`src/rtl/ps2_key_event.sv`:
```
// ps2_key_event
//   Keyboard front end. Deserializes raw PS/2 frames and turns them into
//   single-cycle key events for the scancode-to-ASCII translator.
//   Handles clock-line filtering, framing and parity checking, the E0/F0
//   prefix protocol, E1 (Pause) discarding, keyboard status bytes, and
//   optional typematic-repeat suppression.
//
// Ports
//   clk        in   system clock, the only clock
//   reset      in   synchronous active-high reset
//   ps2_clk    in   raw PS/2 clock line (asynchronous)
//   ps2_data   in   raw PS/2 data line (asynchronous)
//   scancode   out  [7:0] code byte of the last event, prefixes stripped, held
//   extended   out  1 when the last event carried an E0 prefix, held
//   push_down  out  one-cycle make strobe
//   push_up    out  one-cycle break strobe
//   frame_err  out  one-cycle parity / start-stop / timeout error strobe

module ps2_key_event #(
    parameter int FILTER_LEN      = 8,
    parameter int TIMEOUT_CYCLES  = 100000,
    parameter bit SUPPRESS_REPEAT = 1'b1
) (
    input  logic       clk,
    input  logic       reset,
    input  logic       ps2_clk,
    input  logic       ps2_data,
    output logic [7:0] scancode,
    output logic       extended,
    output logic       push_down,
    output logic       push_up,
    output logic       frame_err
);

    localparam int FW = $clog2(FILTER_LEN + 1);
    localparam int IW = $clog2(TIMEOUT_CYCLES + 1);
    localparam logic [FW-1:0] FILT_LAST = FW'(FILTER_LEN - 1);
    localparam logic [IW-1:0] IDLE_MAX  = IW'(TIMEOUT_CYCLES);

    typedef enum logic [2:0] {
        ST_IDLE     = 3'd0,
        ST_GOT_E0   = 3'd1,
        ST_GOT_F0   = 3'd2,
        ST_GOT_E0F0 = 3'd3,
        ST_SKIP_E1  = 3'd4
    } state_t;

    // Odd parity over 8 data bits plus the parity bit: 1 means the frame is good.
    function automatic logic odd_parity9(input logic [8:0] v);
        return ^v;
    endfunction

    // Bytes the keyboard sends on its own (BAT result, ACK, echo, resend, errors).
    function automatic logic is_status_byte(input logic [7:0] b);
        logic r;
        case (b)
            8'hAA, 8'hFA, 8'hEE, 8'hFE, 8'h00, 8'hFF: r = 1'b1;
            default:                                  r = 1'b0;
        endcase
        return r;
    endfunction

    logic [1:0]    clk_sync_r;
    logic [1:0]    data_sync_r;
    logic          filt_clk_r;
    logic [FW-1:0] filt_cnt_r;
    logic          sample_s;

    logic [3:0]    bit_cnt_r;
    logic [8:0]    shift_r;
    logic [IW-1:0] idle_cnt_r;
    logic          byte_valid_r;
    logic          byte_err_r;
    logic [7:0]    byte_r;

    state_t        state_r;
    state_t        state_s;
    logic [2:0]    skip_cnt_r;
    logic [2:0]    skip_cnt_s;

    logic [8:0]    held_code_r;
    logic          held_valid_r;
    logic [8:0]    held_code_s;
    logic          held_valid_s;
    logic          ev_s;
    logic          brk_s;
    logic          ext_s;
    logic          match_s;
    logic          push_down_s;
    logic          push_up_s;
    logic          frame_err_s;
    logic [7:0]    scancode_s;
    logic          extended_s;

    // Two-flop synchronizers for both PS/2 lines; idle level of the bus is high.
    always_ff @(posedge clk) begin
        if (reset) begin
            clk_sync_r  <= 2'b11;
            data_sync_r <= 2'b11;
        end else begin
            clk_sync_r  <= {clk_sync_r[0], ps2_clk};
            data_sync_r <= {data_sync_r[0], ps2_data};
        end
    end

    // Clock filter: the level flips only after FILTER_LEN consecutive differing samples.
    always_ff @(posedge clk) begin
        if (reset) begin
            filt_clk_r <= 1'b1;
            filt_cnt_r <= {FW{1'b0}};
        end else if (clk_sync_r[1] == filt_clk_r) begin
            filt_cnt_r <= {FW{1'b0}};
        end else if (filt_cnt_r == FILT_LAST) begin
            filt_clk_r <= clk_sync_r[1];
            filt_cnt_r <= {FW{1'b0}};
        end else begin
            filt_cnt_r <= filt_cnt_r + FW'(1);
        end
    end

    // Sample strobe is the cycle the filtered clock falls.
    assign sample_s = filt_clk_r & ~clk_sync_r[1] & (filt_cnt_r == FILT_LAST);

    // Frame deserializer with bit counter, parity/stop check and mid-frame timeout.
    always_ff @(posedge clk) begin
        if (reset) begin
            bit_cnt_r    <= 4'd0;
            shift_r      <= 9'd0;
            idle_cnt_r   <= {IW{1'b0}};
            byte_valid_r <= 1'b0;
            byte_err_r   <= 1'b0;
            byte_r       <= 8'd0;
        end else begin
            byte_valid_r <= 1'b0;
            byte_err_r   <= 1'b0;
            if (bit_cnt_r == 4'd0) begin
                idle_cnt_r <= {IW{1'b0}};
                // A high start bit is just ignored: stay waiting for a real start.
                if (sample_s && !data_sync_r[1]) begin
                    bit_cnt_r <= 4'd1;
                end
            end else if (sample_s) begin
                idle_cnt_r <= {IW{1'b0}};
                if (bit_cnt_r == 4'd10) begin
                    bit_cnt_r <= 4'd0;
                    byte_r    <= shift_r[7:0];
                    if (odd_parity9(shift_r) && data_sync_r[1]) begin
                        byte_valid_r <= 1'b1;
                    end else begin
                        byte_err_r <= 1'b1;
                    end
                end else begin
                    // Data and parity arrive LSB first; after nine shifts D0 sits in bit 0.
                    shift_r   <= {data_sync_r[1], shift_r[8:1]};
                    bit_cnt_r <= bit_cnt_r + 4'd1;
                end
            end else if (idle_cnt_r == IDLE_MAX) begin
                bit_cnt_r  <= 4'd0;
                idle_cnt_r <= {IW{1'b0}};
                byte_err_r <= 1'b1;
            end else begin
                idle_cnt_r <= idle_cnt_r + IW'(1);
            end
        end
    end

    // Byte FSM state register and Pause skip counter.
    always_ff @(posedge clk) begin
        if (reset) begin
            state_r    <= ST_IDLE;
            skip_cnt_r <= 3'd0;
        end else begin
            state_r    <= state_s;
            skip_cnt_r <= skip_cnt_s;
        end
    end

    // Byte FSM next state: prefix tracking and E1 sequence skipping.
    always_comb begin
        state_s    = state_r;
        skip_cnt_s = skip_cnt_r;
        if (byte_err_r) begin
            state_s    = ST_IDLE;
            skip_cnt_s = 3'd0;
        end else if (byte_valid_r) begin
            if (state_r == ST_SKIP_E1) begin
                // Every byte of the Pause tail counts, including its second E1.
                skip_cnt_s = skip_cnt_r - 3'd1;
                if (skip_cnt_r == 3'd1) begin
                    state_s = ST_IDLE;
                end else begin
                    state_s = ST_SKIP_E1;
                end
            end else if (byte_r == 8'hE1) begin
                state_s    = ST_SKIP_E1;
                skip_cnt_s = 3'd7;
            end else if ((byte_r == 8'hE0) && (state_r == ST_IDLE)) begin
                state_s = ST_GOT_E0;
            end else if ((byte_r == 8'hF0) && (state_r == ST_IDLE)) begin
                state_s = ST_GOT_F0;
            end else if ((byte_r == 8'hF0) && (state_r == ST_GOT_E0)) begin
                state_s = ST_GOT_E0F0;
            end else begin
                state_s = ST_IDLE;
            end
        end else begin
            state_s    = state_r;
            skip_cnt_s = skip_cnt_r;
        end
    end

    // Byte FSM outputs: event decode, repeat suppression and held-key tracking.
    always_comb begin
        ev_s  = 1'b0;
        brk_s = 1'b0;
        ext_s = 1'b0;
        if (byte_valid_r && (byte_r != 8'hE1)) begin
            case (state_r)
                ST_IDLE: begin
                    if ((byte_r == 8'hE0) || (byte_r == 8'hF0) || is_status_byte(byte_r)) begin
                        ev_s = 1'b0;
                    end else begin
                        ev_s = 1'b1;
                    end
                end
                ST_GOT_E0: begin
                    ext_s = 1'b1;
                    if (byte_r == 8'hF0) begin
                        ev_s = 1'b0;
                    end else begin
                        ev_s = 1'b1;
                    end
                end
                ST_GOT_F0: begin
                    ev_s  = 1'b1;
                    brk_s = 1'b1;
                end
                ST_GOT_E0F0: begin
                    ev_s  = 1'b1;
                    brk_s = 1'b1;
                    ext_s = 1'b1;
                end
                ST_SKIP_E1: ev_s = 1'b0;
                default:    ev_s = 1'b0;
            endcase
        end else begin
            ev_s = 1'b0;
        end

        match_s      = held_valid_r && (held_code_r == {ext_s, byte_r});
        push_down_s  = ev_s && !brk_s && !((SUPPRESS_REPEAT == 1'b1) && match_s);
        push_up_s    = ev_s && brk_s;
        frame_err_s  = byte_err_r;
        held_code_s  = held_code_r;
        held_valid_s = held_valid_r;
        scancode_s   = scancode;
        extended_s   = extended;

        if (ev_s) begin
            scancode_s = byte_r;
            extended_s = ext_s;
        end else begin
            scancode_s = scancode;
            extended_s = extended;
        end

        if (ev_s && !brk_s && !match_s) begin
            held_code_s  = {ext_s, byte_r};
            held_valid_s = 1'b1;
        end else if (ev_s && brk_s && (held_code_r == {ext_s, byte_r})) begin
            held_valid_s = 1'b0;
        end else begin
            held_valid_s = held_valid_r;
        end
    end

    // Registered outputs and held-key state.
    always_ff @(posedge clk) begin
        if (reset) begin
            scancode     <= 8'd0;
            extended     <= 1'b0;
            push_down    <= 1'b0;
            push_up      <= 1'b0;
            frame_err    <= 1'b0;
            held_code_r  <= 9'd0;
            held_valid_r <= 1'b0;
        end else begin
            scancode     <= scancode_s;
            extended     <= extended_s;
            push_down    <= push_down_s;
            push_up      <= push_up_s;
            frame_err    <= frame_err_s;
            held_code_r  <= held_code_s;
            held_valid_r <= held_valid_s;
        end
    end

endmodule

```
`config.mk`:
```
export PLATFORM = sky130hd
export DESIGN_NAME = ps2_key_event
export DESIGN_NICKNAME = d
export VERILOG_FILES = /design/src/rtl/ps2_key_event.sv
export SDC_FILE = /design/constraint.sdc
export NUM_CORES = 1
export LEC_CHECK = 0
export ABC_CLOCK_PERIOD_IN_PS = 1800
export CAP_MARGIN = 5
export CORE_MARGIN = 4
export CORE_UTILIZATION = 45
export CTS_CLUSTER_SIZE = 28
export DETAILED_ROUTE_END_ITERATION = 10
export GPL_TIMING_DRIVEN = 0
export HOLD_SLACK_MARGIN = 0.03
export SETUP_SLACK_MARGIN = 0.05
export SYNTH_ARGS = -nofsm -noshare
export SYNTH_HDL_FRONTEND = slang
export SYNTH_SLANG_ARGS = --single-unit
```
`constraint.sdc`:
```
create_clock -name clk -period 1.8 [get_ports clk]
set_input_delay 0.36 -clock clk [delete_from_list [all_inputs] [get_ports clk]]
set_output_delay 0.36 -clock clk [all_outputs]
set_load 0.1 [all_outputs]
```
==> results of run 1 <==
## Yosys cell counts, drive strengths merged, types with 2 or more instances
master / n / area (sq um)
nor4: 5 / 37.5
nand2b: 24 / 150
and4: 2 / 17.5
and3: 6 / 37.5
xnor2: 18 / 158
and2: 3 / 18.8
nor3b: 3 / 22.5
a211oi: 4 / 35.0
nand3b: 2 / 15.0
dfxtp: 77 / 1540
nor2b: 4 / 25.0
or2: 5 / 31.3
and3b: 2 / 17.5
buf: 12 / 78.8
o21ai: 7 / 38.8
a31oi: 3 / 18.8
inv: 8 / 30.0
or3: 5 / 31.3
nor3: 8 / 45.0
ha: 6 / 75.1
clkbuf: 10 / 37.5
nand4: 7 / 43.8
a311oi: 3 / 32.5
xor2: 13 / 114
nand2: 12 / 45.0
or4: 2 / 18.8
mux2i: 35 / 350
nor2: 50 / 188
a21oi: 11 / 55.1
nand3: 8 / 40.0
## final timing paths
path / startpoint / to / slack, ns
min reg2reg: data_sync_r[0] / data_sync_r[1] / 0.41
max: byte_r[2] / held_code_r[8] / -0.24
min: data_sync_r[0] / data_sync_r[1] / 0.41
max reg2reg: byte_r[2] / held_code_r[8] / -0.24
## cell families after synthesis
| family | count (synthesis) | synth area share (%) |
|---|---|---|
| compound gates | 35 | 6.89 |
| xor+xnor | 32 | 8.48 |
| buf+inv | 30 | 4.22 |
| fa+ha+maj | 6 | 2.16 |
| mux | 35 | 10.1 |
| simple gates | 152 | 23.7 |
| flops | 77 | 44.4 |
## power groups by stage
stage                     Sequential (W)  Combinational [W]  Clock (W)
after floorplan                  0.00175          0.0000314          0
after global placement           0.00175          0.0000508          0
after detailed placement         0.00175          0.0000512          0
after CTS                        0.00171          0.0000518    0.00133
after global routing             0.00171          0.0000565    0.00140
final                            0.00171          0.0000519    0.00129
## worst max-delay path: cells and delay by family (launching register included)
kind            cells  cell delay [ns]
mux                 1             0.12
flops               1             0.37
buf+inv             2             0.28
compound gates      2             0.40
simple gates        3             0.76
## sequential cells by signal, summed over array words and instances (netlist names), 2 cells and up
name and flops:
data_sync_r 2, shift_r 9, clk_sync_r 2, byte_r 8, filt_cnt_r 4, bit_cnt_r 4
idle_cnt_r 17, skip_cnt_r 3, state_r 3, scancode 8, held_code_r 9
## layer usage
layer  share of wire [%]  global-route usage [%]  up-vias
met5                   0                       0        -
met4                 1.4                    4.98        0
met3                 3.7                    5.16       12
met2                  50                    30.0       41
met1                  45                    21.3     1280
li1                    -                       -     1366
## cells in the final DEF (no fill, tap or decap), types with 3 or more instances in the layout
cell                               n
sky130_fd_sc_hd__a21oi_1          10
sky130_fd_sc_hd__and3_1            5
sky130_fd_sc_hd__buf_4            30
sky130_fd_sc_hd__buf_6             9
sky130_fd_sc_hd__clkbuf_1         10
sky130_fd_sc_hd__clkbuf_8         10
sky130_fd_sc_hd__clkdlybuf4s15_2  12
sky130_fd_sc_hd__dfxtp_1          65
sky130_fd_sc_hd__dfxtp_2          10
sky130_fd_sc_hd__ha_1              5
sky130_fd_sc_hd__inv_1             8
sky130_fd_sc_hd__mux2i_1          35
sky130_fd_sc_hd__nand2_1          10
sky130_fd_sc_hd__nand2b_1         24
sky130_fd_sc_hd__nand3_1           8
sky130_fd_sc_hd__nand4_1           7
sky130_fd_sc_hd__nor2_1           50
sky130_fd_sc_hd__nor2b_1           4
sky130_fd_sc_hd__nor3_1            4
sky130_fd_sc_hd__nor3_4            3
sky130_fd_sc_hd__o21ai_1           3
sky130_fd_sc_hd__or2_2             5
sky130_fd_sc_hd__or3_1             5
sky130_fd_sc_hd__xnor2_1          18
sky130_fd_sc_hd__xor2_1           13
## what timing repair did
action,in CTS,in global routing
resized for setup,76,40
pin swaps,8,13
endpoints found under the setup margin,70,52
setup buffers,10,17
cloned,3,1
## final cells by class
| class | instances | area, sq um |
|---|---|---|
| Clock inverter | 4 | 47.5 |
| Fill cell | 661 | 2970 |
| Clock buffer | 12 | 145 |
| Sequential cell | 77 | 1560 |
| Multi-Input combinational cell | 260 | 1960 |
| Timing Repair Buffer | 45 | 397 |
| Inverter | 8 | 30.0 |
| Tap cell | 99 | 124 |
| Buffer | 19 | 133 |
## per-stage QoR
stage | cells | setup TNS (ns) | util, %
floorplan | 367 | -1.65 | -
global placement | 480 | -9.16 | 50.7
detailed placement | 480 | -9.66 | 50.7
CTS | 508 | -3.74 | 56.5
global route | 524 | -5.87 | 59.7
finish | 524 | -4.16 | 59.7
==> parameters.txt, run 1 <==
Parameter                              Value

Status
  Status ... finished, violations left
  Violations in the final reports ... negative setup slack

Clock tree
  H-tree levels ... 3
  Clock latency at the later pin of the worst-skew pair ... 0.35 ns
  Clock Sink Count ... 77
  Inserted Clock Buffers ... 9
  Clock tree root buffer cell ... sky130_fd_sc_hd__clkbuf_8
  Worst-path clk slew ... 0.08 ns
  Maximum buffer depth of the clock tree ... 2
  Clock tree from TritonCTS ... done
  Number of hold-repair buffers added at the cts stage ... 0

Logic synthesis
  Number of distinct library cells after synthesis ... 49
  Total standard cell area after synthesis ... 3470 sq um
  Share of async-settable or async-resettable flops after synthesis ... 0%
  Gate count after technology mapping ... 367
  Number of storage elements in the synthesis netlist ... 77
  Part of the Yosys area used for sequential elements ... 44.4%
  Post-synthesis net count ... 377
  Number of enable-type register cells in the synthesized netlist ... 0
  Synth warnings ... 0
  Most used flip-flop cell after synthesis ... sky130_fd_sc_hd__dfxtp_1
  Average cell area after synthesis ... 9.45 sq um

Global route
  Global-route usage over all layers ... 17.5%
  Antenna violations before repair ... 0
  Gr ovfl total ... 0
  Maximum number of pins on one net before global-route repair ... 13
  Global-route wire length before repair ... 12,400 um
  Number of global-route vias before repair ... 2,577

Power and ir drop
  Cell-internal power ... 0.00240 W
  PwrDens ... 693 nW/um^2
  Psw ... 0.000651 W
  Share of power burned in the clock network ... 42.3%
  Power share of the sequential group ... 56.0%
  Share of power burned in combinational logic ... 1.7%
  Leakage power figure ... 1.63 nW
  Switching power share of the total ... 21.4%
  Max IR drop VDD ... 520 uV
  Total Power Consumption ... 0.00305 W

Cells and area
  Final cell area excluding filler cells ... 4400 sq um
  Antenna diode count ... 0
  Fraction of final layout cells sized beyond drive strength 1 ... 26.6%
  Synthesis-to-layout area growth ... 26.9%
  Fin nets ... 430

Placed design
  Number of port buffers ... 14
  Weighted congestion at the end of routability-driven global placement ... 0.759
  Setup slack after placement ... -0.319 ns
  Post-DP HPWL ... 4630 um
  Post-DP Area ... 3740 sq um

Min path
  Number of cells traversed by the worst hold path ... 1
  Kind of path behind the tightest hold check ... flop to flop

Setup path
  Worst r2r path cells ... 8
  Endpoint type of the worst setup path ... flop
  Slowest stage cell, crit path ... sky130_fd_sc_hd__or4_4
  Element type at the critical path start ... flop
  Maximum fanout along the worst path ... 6
  Slowest stage delay, CP ... 0.59 ns
  Cell type with the highest occurrence count on the critical path ... sky130_fd_sc_hd__buf_6
  Startpoint-to-endpoint class of the critical path ... flop to flop
  Cells traversed along the worst timing path ... or4_4 > o21ai_2 > nand2b_1 > o21ai_4 > buf_6 > nor3_4 > buf_6 > mux2i_1
  Arrival @ worst endpoint ... 2.28 ns
  Required time of the critical path ... 2.04 ns

Route
  Via count ... 2,699
  Aggregate routed wire length ... 7680 um
  First DRT Iteration DRCs ... 98
  Per-cell via count in the routed design ... 5.15
  Final routed wire length divided by cell count ... 14.6 um
  Final routed DRC violation total ... 0
  Number of iterations in the first detailed-routing pass ... 4
  Count of nets left with antenna violations after detail routing ... 0

Die
  Number of standard-cell rows in the floorplan ... 31
  Number of placed I/O pins ... 16
  Total Die Area ... 9180 sq um
  Die Y-Extent ... 95.8 um
  Die X ... 95.8 um
  Area of the core ... 7370 sq um
  Effective utilization at floorplan ... 47.1%

Timing
  Setup ws final ... -0.243 ns
  Number of slew-limit violations in the final report ... 0
  Max Freq ... 490 MHz
  Post-route worst hold slack ... 0.414 ns
  Ratio of final minimum period to clock period ... 113%
  Transition at the pin with the smallest max-transition slack ... 0.630 ns
  Setup repair after global routing missed its margin ... yes
  Clock tree skew after final layout ... 0.00729 ns
  Clock period minus worst slack ... 2.04 ns
  Number of hold violations in the final report ... 0
  Worst relative slew slack ... 58.0%
  Count of endpoints failing setup in the final report ... 20

Run
  Max-cap viol count ... 0
(Power assumes the default switching activity.)
==> inputs of run 2 (changes only) <==
- PLACE_DENSITY_LB_ADDON: unset -> 0.3
==> run 2 against run 1 <==
Compared with the run above:
- the flow still finishes with violations (negative setup slack)
- combinational power is 3% lower
- clock power is 12% higher
- final area hardly changed
- critical path type unchanged
- highest routed layer unchanged
==> parameters.txt, run 2 (same netlist as run 1, synthesis figures left out) <==
Parameter                              Value

Setup path
  Number of buffer and inverter instances along the worst setup path ... 2
  Cells traversed along the worst timing path ... or4_4 > a211oi_4 > nor4_4 > o21ai_4 > buf_6 > buf_4 > mux2i_1 > nor2_1
  Maximum fanout along the worst path ... 5
  Element type at the critical path start ... flop
  Dominant delay contributor by cell family on the critical path ... simple AND/OR/NAND/NOR gates
  Reg-to-Reg End ... scancode[2]
  Worst r2r path cells ... 8
  Register-to-register path setup slack ... -0.32 ns
  Startpoint-to-endpoint class of the critical path ... flop to flop
  Endpoint type of the worst setup path ... flop
  Slowest stage delay, CP ... 0.58 ns
  Arrival @ worst endpoint ... 2.36 ns
  Required time of the critical path ... 2.03 ns
  R2r startpoint ... byte_r[2]
  Slowest stage cell, crit path ... sky130_fd_sc_hd__or4_4

Placed design
  Cell Count Post-Placement ... 480
  Number of port buffers ... 14
  Post-DP HPWL ... 4530 um
  Setup slack after placement ... -0.350 ns
  Weighted congestion at the end of routability-driven global placement ... 0.863

Cells and area
  Most flops, register ... idle_cnt_r
  Biggest registers after layout ... idle_cnt_r (17), held_code_r (9), shift_r (9)
  Fin nets ... 423
  Antenna diode count ... 0
  Max FFs per register ... 17
  Core occupancy in the finished layout ... 59.8%
  Leading cell types in the layout, fill and taps excluded ... sky130_fd_sc_hd__dfxtp_1, sky130_fd_sc_hd__nor2_1, sky130_fd_sc_hd__mux2i_1
  Sequential cell area ... 1560 sq um
  Synthesis-to-layout area growth ... 27.0%
  Most common cell after layout, fill and taps aside ... sky130_fd_sc_hd__dfxtp_1
  Filler-free cell count of the finished design ... 517
  Fraction of final layout cells sized beyond drive strength 1 ... 26.3%
  Fill cell total of the finished layout ... 612
  Area occupied by multi-input gates ... 2000 sq um

Min path
  Number of cells traversed by the worst hold path ... 1
  Start point of the worst hold path ... clk_sync_r[0]
  Kind of path behind the tightest hold check ... flop to flop
  Hold path endpoint ... clk_sync_r[1]

Clock tree
  Worst-path clk slew ... 0.09 ns
  Number of hold-repair buffers added at the cts stage ... 0
  Inserted Clock Buffers ... 9
  H-tree levels ... 3
  Clock latency at the later pin of the worst-skew pair ... 0.35 ns
  Clock Sink Count ... 77
  Clock tree root buffer cell ... sky130_fd_sc_hd__clkbuf_8
  Clock tree from TritonCTS ... done
  Maximum buffer depth of the clock tree ... 2

Route
  Via count ... 2,712
  Aggregate routed wire length ... 7570 um
  Per-cell via count in the routed design ... 5.25
  Number of iterations in the first detailed-routing pass ... 4
  First DRT Iteration DRCs ... 102
  Final routed DRC violation total ... 0
  Final routed wire length divided by cell count ... 14.6 um
  Count of nets left with antenna violations after detail routing ... 0

Timing
  Max Freq ... 471 MHz
  Clock period minus worst slack ... 2.12 ns
  Ratio of final minimum period to clock period ... 118%
  Transition at the pin with the smallest max-transition slack ... 0.538 ns
  Count of endpoints failing setup in the final report ... 20
  Setup repair after global routing missed its margin ... yes
  Number of slew-limit violations in the final report ... 0
  Worst relative slew slack ... 63.9%
  Clock tree skew after final layout ... 0.0126 ns
  Number of hold violations in the final report ... 0
  Setup ws final ... -0.324 ns

Global route
  Global-route wire length before repair ... 12,400 um
  Antenna violations before repair ... 0
  Maximum number of pins on one net before global-route repair ... 14
  Number of global-route vias before repair ... 2,597
  Global-route usage over all layers ... 17.4%
  Gr ovfl total ... 0

Status
  Status ... finished, violations left
  Violations in the final reports ... negative setup slack

Die
  Die Y-Extent ... 95.8 um
  Die X ... 95.8 um
  Number of placed I/O pins ... 16
  Total Die Area ... 9180 sq um
  Area of the core ... 7370 sq um
  Effective utilization at floorplan ... 47.1%
  Number of standard-cell rows in the floorplan ... 31

Power and ir drop
  PwrDens ... 729 nW/um^2
  Max IR drop VDD ... 428 uV
  Leakage power figure ... 1.59 nW

Run
  Max-cap viol count ... 0
## run 2: final cells by class
class                   count  area share [%]
clock inverters             6            1.96
clock buffers              10            3.13
flip-flops and latches     77            35.4
plain buffers              17            2.36
well taps                  99            2.81
multi-input cells         260            45.3
inverters                   8           0.682
repair buffers             40            8.32
## run 2: worst register-to-register path, cell delays in order (launching register included)
cell	delay (ns)
sky130_fd_sc_hd__dfxtp_4	0.36
sky130_fd_sc_hd__or4_4	0.58
sky130_fd_sc_hd__a211oi_4	0.27
sky130_fd_sc_hd__nor4_4	0.09
sky130_fd_sc_hd__o21ai_4	0.24
sky130_fd_sc_hd__buf_6	0.15
sky130_fd_sc_hd__buf_4	0.10
sky130_fd_sc_hd__mux2i_1	0.16
sky130_fd_sc_hd__nor2_1	0.05
## run 2: how the worst max path moves through the flow
stage / start / endpoint / slack [ns] / cells after the start
2_1_floorplan: byte_r[2] / scancode[3] / -0.14 / 8
3_3_place_gp: byte_r[3] / scancode[0] / -0.32 / 8
3_5_place_dp: byte_r[3] / scancode[7] / -0.35 / 8
4_1_cts: byte_r[3] / scancode[7] / -0.27 / 9
5_1_grt: byte_r[7] / held_code_r[8] / -0.39 / 9
6_report: byte_r[2] / scancode[2] / -0.32 / 8
## run 2: power breakdown
part	leakage, nW	switching, W	total [W]	internal, W
sequential	0.627	0.00000284	0.00171	0.00170
combinational	0.854	0.0000308	0.0000503	0.0000196
clock	0.112	0.000636	0.00145	0.000816
total	1.59	0.000670	0.00321	0.00254
## run 2: what timing repair did
item	CTS	global route
pin swaps	6	17
setup endpoints to repair	70	56
setup buffers	14	9
resized for setup	79	39
cloned	3	1
## run 2: through the flow
step	TNS, ns	total power [W]	cell area (sq um)	hold slack (ns)
4_1_cts	-4.44	0.00324	4270	0.422
3_5_place_dp	-9.40	0.00180	3740	0.398
5_1_grt	-7.04	0.00332	4400	0.435
2_1_floorplan	-1.65	0.00178	3470	0.389
3_3_place_gp	-8.28	0.00180	3740	0.399
6_report	-5.70	0.00321	4400	0.418
## run 2: routing by layer
metal	share of wire (%)	wire, um	global-route usage [%]	vias up
li1	-	-	-	1354
met1	44	3330	21.1	1284
met2	49	3730	28.1	59
met3	4.3	326	4.53	15
met4	2.4	184	9.60	0
met5	0	0	0	-
==> inputs of run 3 (changes only) <==
- CORE_UTILIZATION: 45 -> 50
- CTS_BUF_LIST: unset -> sky130_fd_sc_hd__clkbuf_8
==> run 3 against run 2 <==
Compared with the run above:
- the run still ends with negative setup slack left
- non-clock buffer count rose by 3
- die area decreased by 9.2%
- clock skew decreased by 0.0027 ns
- worst hold slack got worse by 0.0032 ns
- final area grew 0.51%
- largest cell class unchanged
- fmax rose by 1.9%
- count of clock-buffer cells in the layout up 1
- sequential cell count unchanged
- first-iteration DRC count grew 30%
- sequential power about the same
- combinational power increased by 2%
- critical path type unchanged
==> parameters.txt, run 3 (same netlist as run 1, synthesis figures left out) <==
Parameter                              Value

Route
  First DRT Iteration DRCs ... 133
  Final routed DRC violation total ... 0
  Via count ... 2,754
  Count of nets left with antenna violations after detail routing ... 0
  Final routed wire length divided by cell count ... 15.4 um
  Aggregate routed wire length ... 7690 um
  Per-cell via count in the routed design ... 5.51
  Number of iterations in the first detailed-routing pass ... 4

Setup path
  R2r startpoint ... byte_r[2]
  Maximum fanout along the worst path ... 5
  Worst r2r path cells ... 7
  Arrival @ worst endpoint ... 2.29 ns
  Register-to-register path setup slack ... -0.28 ns
  Required time of the critical path ... 2.01 ns
  Element type at the critical path start ... flop
  Startpoint-to-endpoint class of the critical path ... flop to flop
  Capture point of the worst path ... scancode[4]
  Endpoint type of the worst setup path ... flop
  Critical path startpoint ... byte_r[2]
  Reg-to-Reg End ... scancode[4]

Cells and area
  Most common cell after layout, fill and taps aside ... sky130_fd_sc_hd__dfxtp_1
  Leading cell types in the layout, fill and taps excluded ... sky130_fd_sc_hd__dfxtp_1, sky130_fd_sc_hd__nor2_1, sky130_fd_sc_hd__mux2i_1
  Fin nets ... 426
  Antenna diode count ... 0
  Sequential cell area ... 1570 sq um
  Most flops, register ... idle_cnt_r
  Max FFs per register ... 17
  Core occupancy in the finished layout ... 65.5%
  Synthesis-to-layout area growth ... 27.6%
  Biggest registers after layout ... idle_cnt_r (17), held_code_r (9), shift_r (9)
  Fraction of final layout cells sized beyond drive strength 1 ... 26.4%
  Area occupied by multi-input gates ... 1990 sq um
  Fill cell total of the finished layout ... 536
  Final cell area excluding filler cells ... 4430 sq um

Power and ir drop
  Leakage power figure ... 1.63 nW
  Switching power share of the total ... 20.1%
  Power share of the sequential group ... 53.1%
  PwrDens ... 726 nW/um^2
  Cell-internal power ... 0.00257 W
  Share of power burned in combinational logic ... 1.6%
  Share of power burned in the clock network ... 45.3%
  Max IR drop VDD ... 444 uV
  Psw ... 0.000644 W

Placed design
  Post-DP HPWL ... 4490 um
  Weighted congestion at the end of routability-driven global placement ... 0.802
  Post-DP Area ... 3710 sq um
  Number of port buffers ... 14

Global route
  Maximum number of pins on one net before global-route repair ... 13
  Number of global-route vias before repair ... 2,536
  Antenna violations before repair ... 0
  Global-route usage over all layers ... 18.1%
  Gr ovfl total ... 0
  Global-route wire length before repair ... 12,000 um

Die
  Die X ... 91.3 um
  Number of standard-cell rows in the floorplan ... 30
  Number of placed I/O pins ... 16
  Total Die Area ... 8330 sq um
  Area of the core ... 6760 sq um
  Effective utilization at floorplan ... 51.3%
  Die Y-Extent ... 91.3 um

Clock tree
  Clock latency at the later pin of the worst-skew pair ... 0.34 ns
  H-tree levels ... 3
  Worst-path clk slew ... 0.08 ns
  Maximum buffer depth of the clock tree ... 2
  Clock tree from TritonCTS ... done
  Clock tree root buffer cell ... sky130_fd_sc_hd__clkbuf_8
  Clock Sink Count ... 77
  Inserted Clock Buffers ... 9
  Number of hold-repair buffers added at the cts stage ... 0

Timing
  Number of slew-limit violations in the final report ... 0
  Ratio of final minimum period to clock period ... 116%
  Clock period minus worst slack ... 2.08 ns
  Number of hold violations in the final report ... 0
  Post-route setup TNS ... -4.45 ns
  Worst relative slew slack ... 62.7%
  Post-route worst hold slack ... 0.415 ns
  Clock tree skew after final layout ... 0.00994 ns
  Setup repair after global routing missed its margin ... yes
  Count of endpoints failing setup in the final report ... 20
  Max Freq ... 480 MHz
  Setup ws final ... -0.284 ns
  Transition at the pin with the smallest max-transition slack ... 0.555 ns

Status
  Status ... finished, violations left
  Violations in the final reports ... negative setup slack

Min path
  Kind of path behind the tightest hold check ... flop to flop

Run
  Max-cap viol count ... 0
-- run 3: changes by cell type in the layout (fill, tap and decap cells not counted), moves of 2 or more --
cell                       change
sky130_fd_sc_hd__clkinv_2      -2
sky130_fd_sc_hd__buf_2         -2
sky130_fd_sc_hd__o21ai_2       -2
sky130_fd_sc_hd__o21ai_1       +2
sky130_fd_sc_hd__buf_6         +4
sky130_fd_sc_hd__dfxtp_1       -2
-- run 3: metrics by stage --
stage	setup WS (ns)	total power, W	std cells
floorplan	-0.139	0.00178	367
global route	-0.366	0.00332	500
global placement	-0.295	0.00180	461
CTS	-0.239	0.00323	492
finish	-0.284	0.00321	500
detailed placement	-0.326	0.00180	461
-- run 3: cell type report --
type	count	share of cell area (%)
Clock inverter	4	1.64
Buffer	18	3.14
Inverter	8	0.678
Timing Repair Buffer	42	8.45
Tap cell	80	2.26
Clock buffer	11	3.42
Sequential cell	77	35.4
Multi-Input combinational cell	260	45.1
-- run 3: worst min-delay path by stage --
stage,start,end,slack (ns),cells after the start
final,clk_sync_r[0],clk_sync_r[1],0.41,1
after global routing,data_sync_r[0],data_sync_r[1],0.44,1
after detailed placement,clk_sync_r[0],clk_sync_r[1],0.40,1
after floorplan,clk_sync_r[0],clk_sync_r[1],0.39,1
after CTS,clk_sync_r[0],clk_sync_r[1],0.42,1
after global placement,clk_sync_r[0],clk_sync_r[1],0.39,1
-- run 3: routing by layer --
metal  up-vias  wire, um  GRT usage (%)
li1       1364         -              -
met1      1319      3300           21.5
met2        54      3930           31.3
met3        17       281           3.40
met4         0       185           8.42
met5         -         0              0
-- run 3: repair_timing --
item,in CTS,in global routing
setup endpoints to repair,70,49
resized for setup,87,36
setup buffers,14,10
pin swaps,10,17
gates cloned,3,1
-- run 3: critical path, cell delays in order (launching register included) --
cell and delay, ns:
sky130_fd_sc_hd__dfxtp_4 0.36, sky130_fd_sc_hd__or4_4 0.58, sky130_fd_sc_hd__a211oi_4 0.23, sky130_fd_sc_hd__nor4_4 0.11, sky130_fd_sc_hd__o21ai_4 0.26, sky130_fd_sc_hd__buf_6 0.18
sky130_fd_sc_hd__mux2i_1 0.18, sky130_fd_sc_hd__nor2_1 0.06
-- run 3: power by group through the flow --
stage / sequential (W) / clock, W / combinational, W
2_1_floorplan: 0.00175 / 0 / 0.0000314
3_3_place_gp: 0.00175 / 0 / 0.0000490
3_5_place_dp: 0.00175 / 0 / 0.0000499
4_1_cts: 0.00171 / 0.00147 / 0.0000504
5_1_grt: 0.00171 / 0.00156 / 0.0000561
6_report: 0.00171 / 0.00146 / 0.0000515
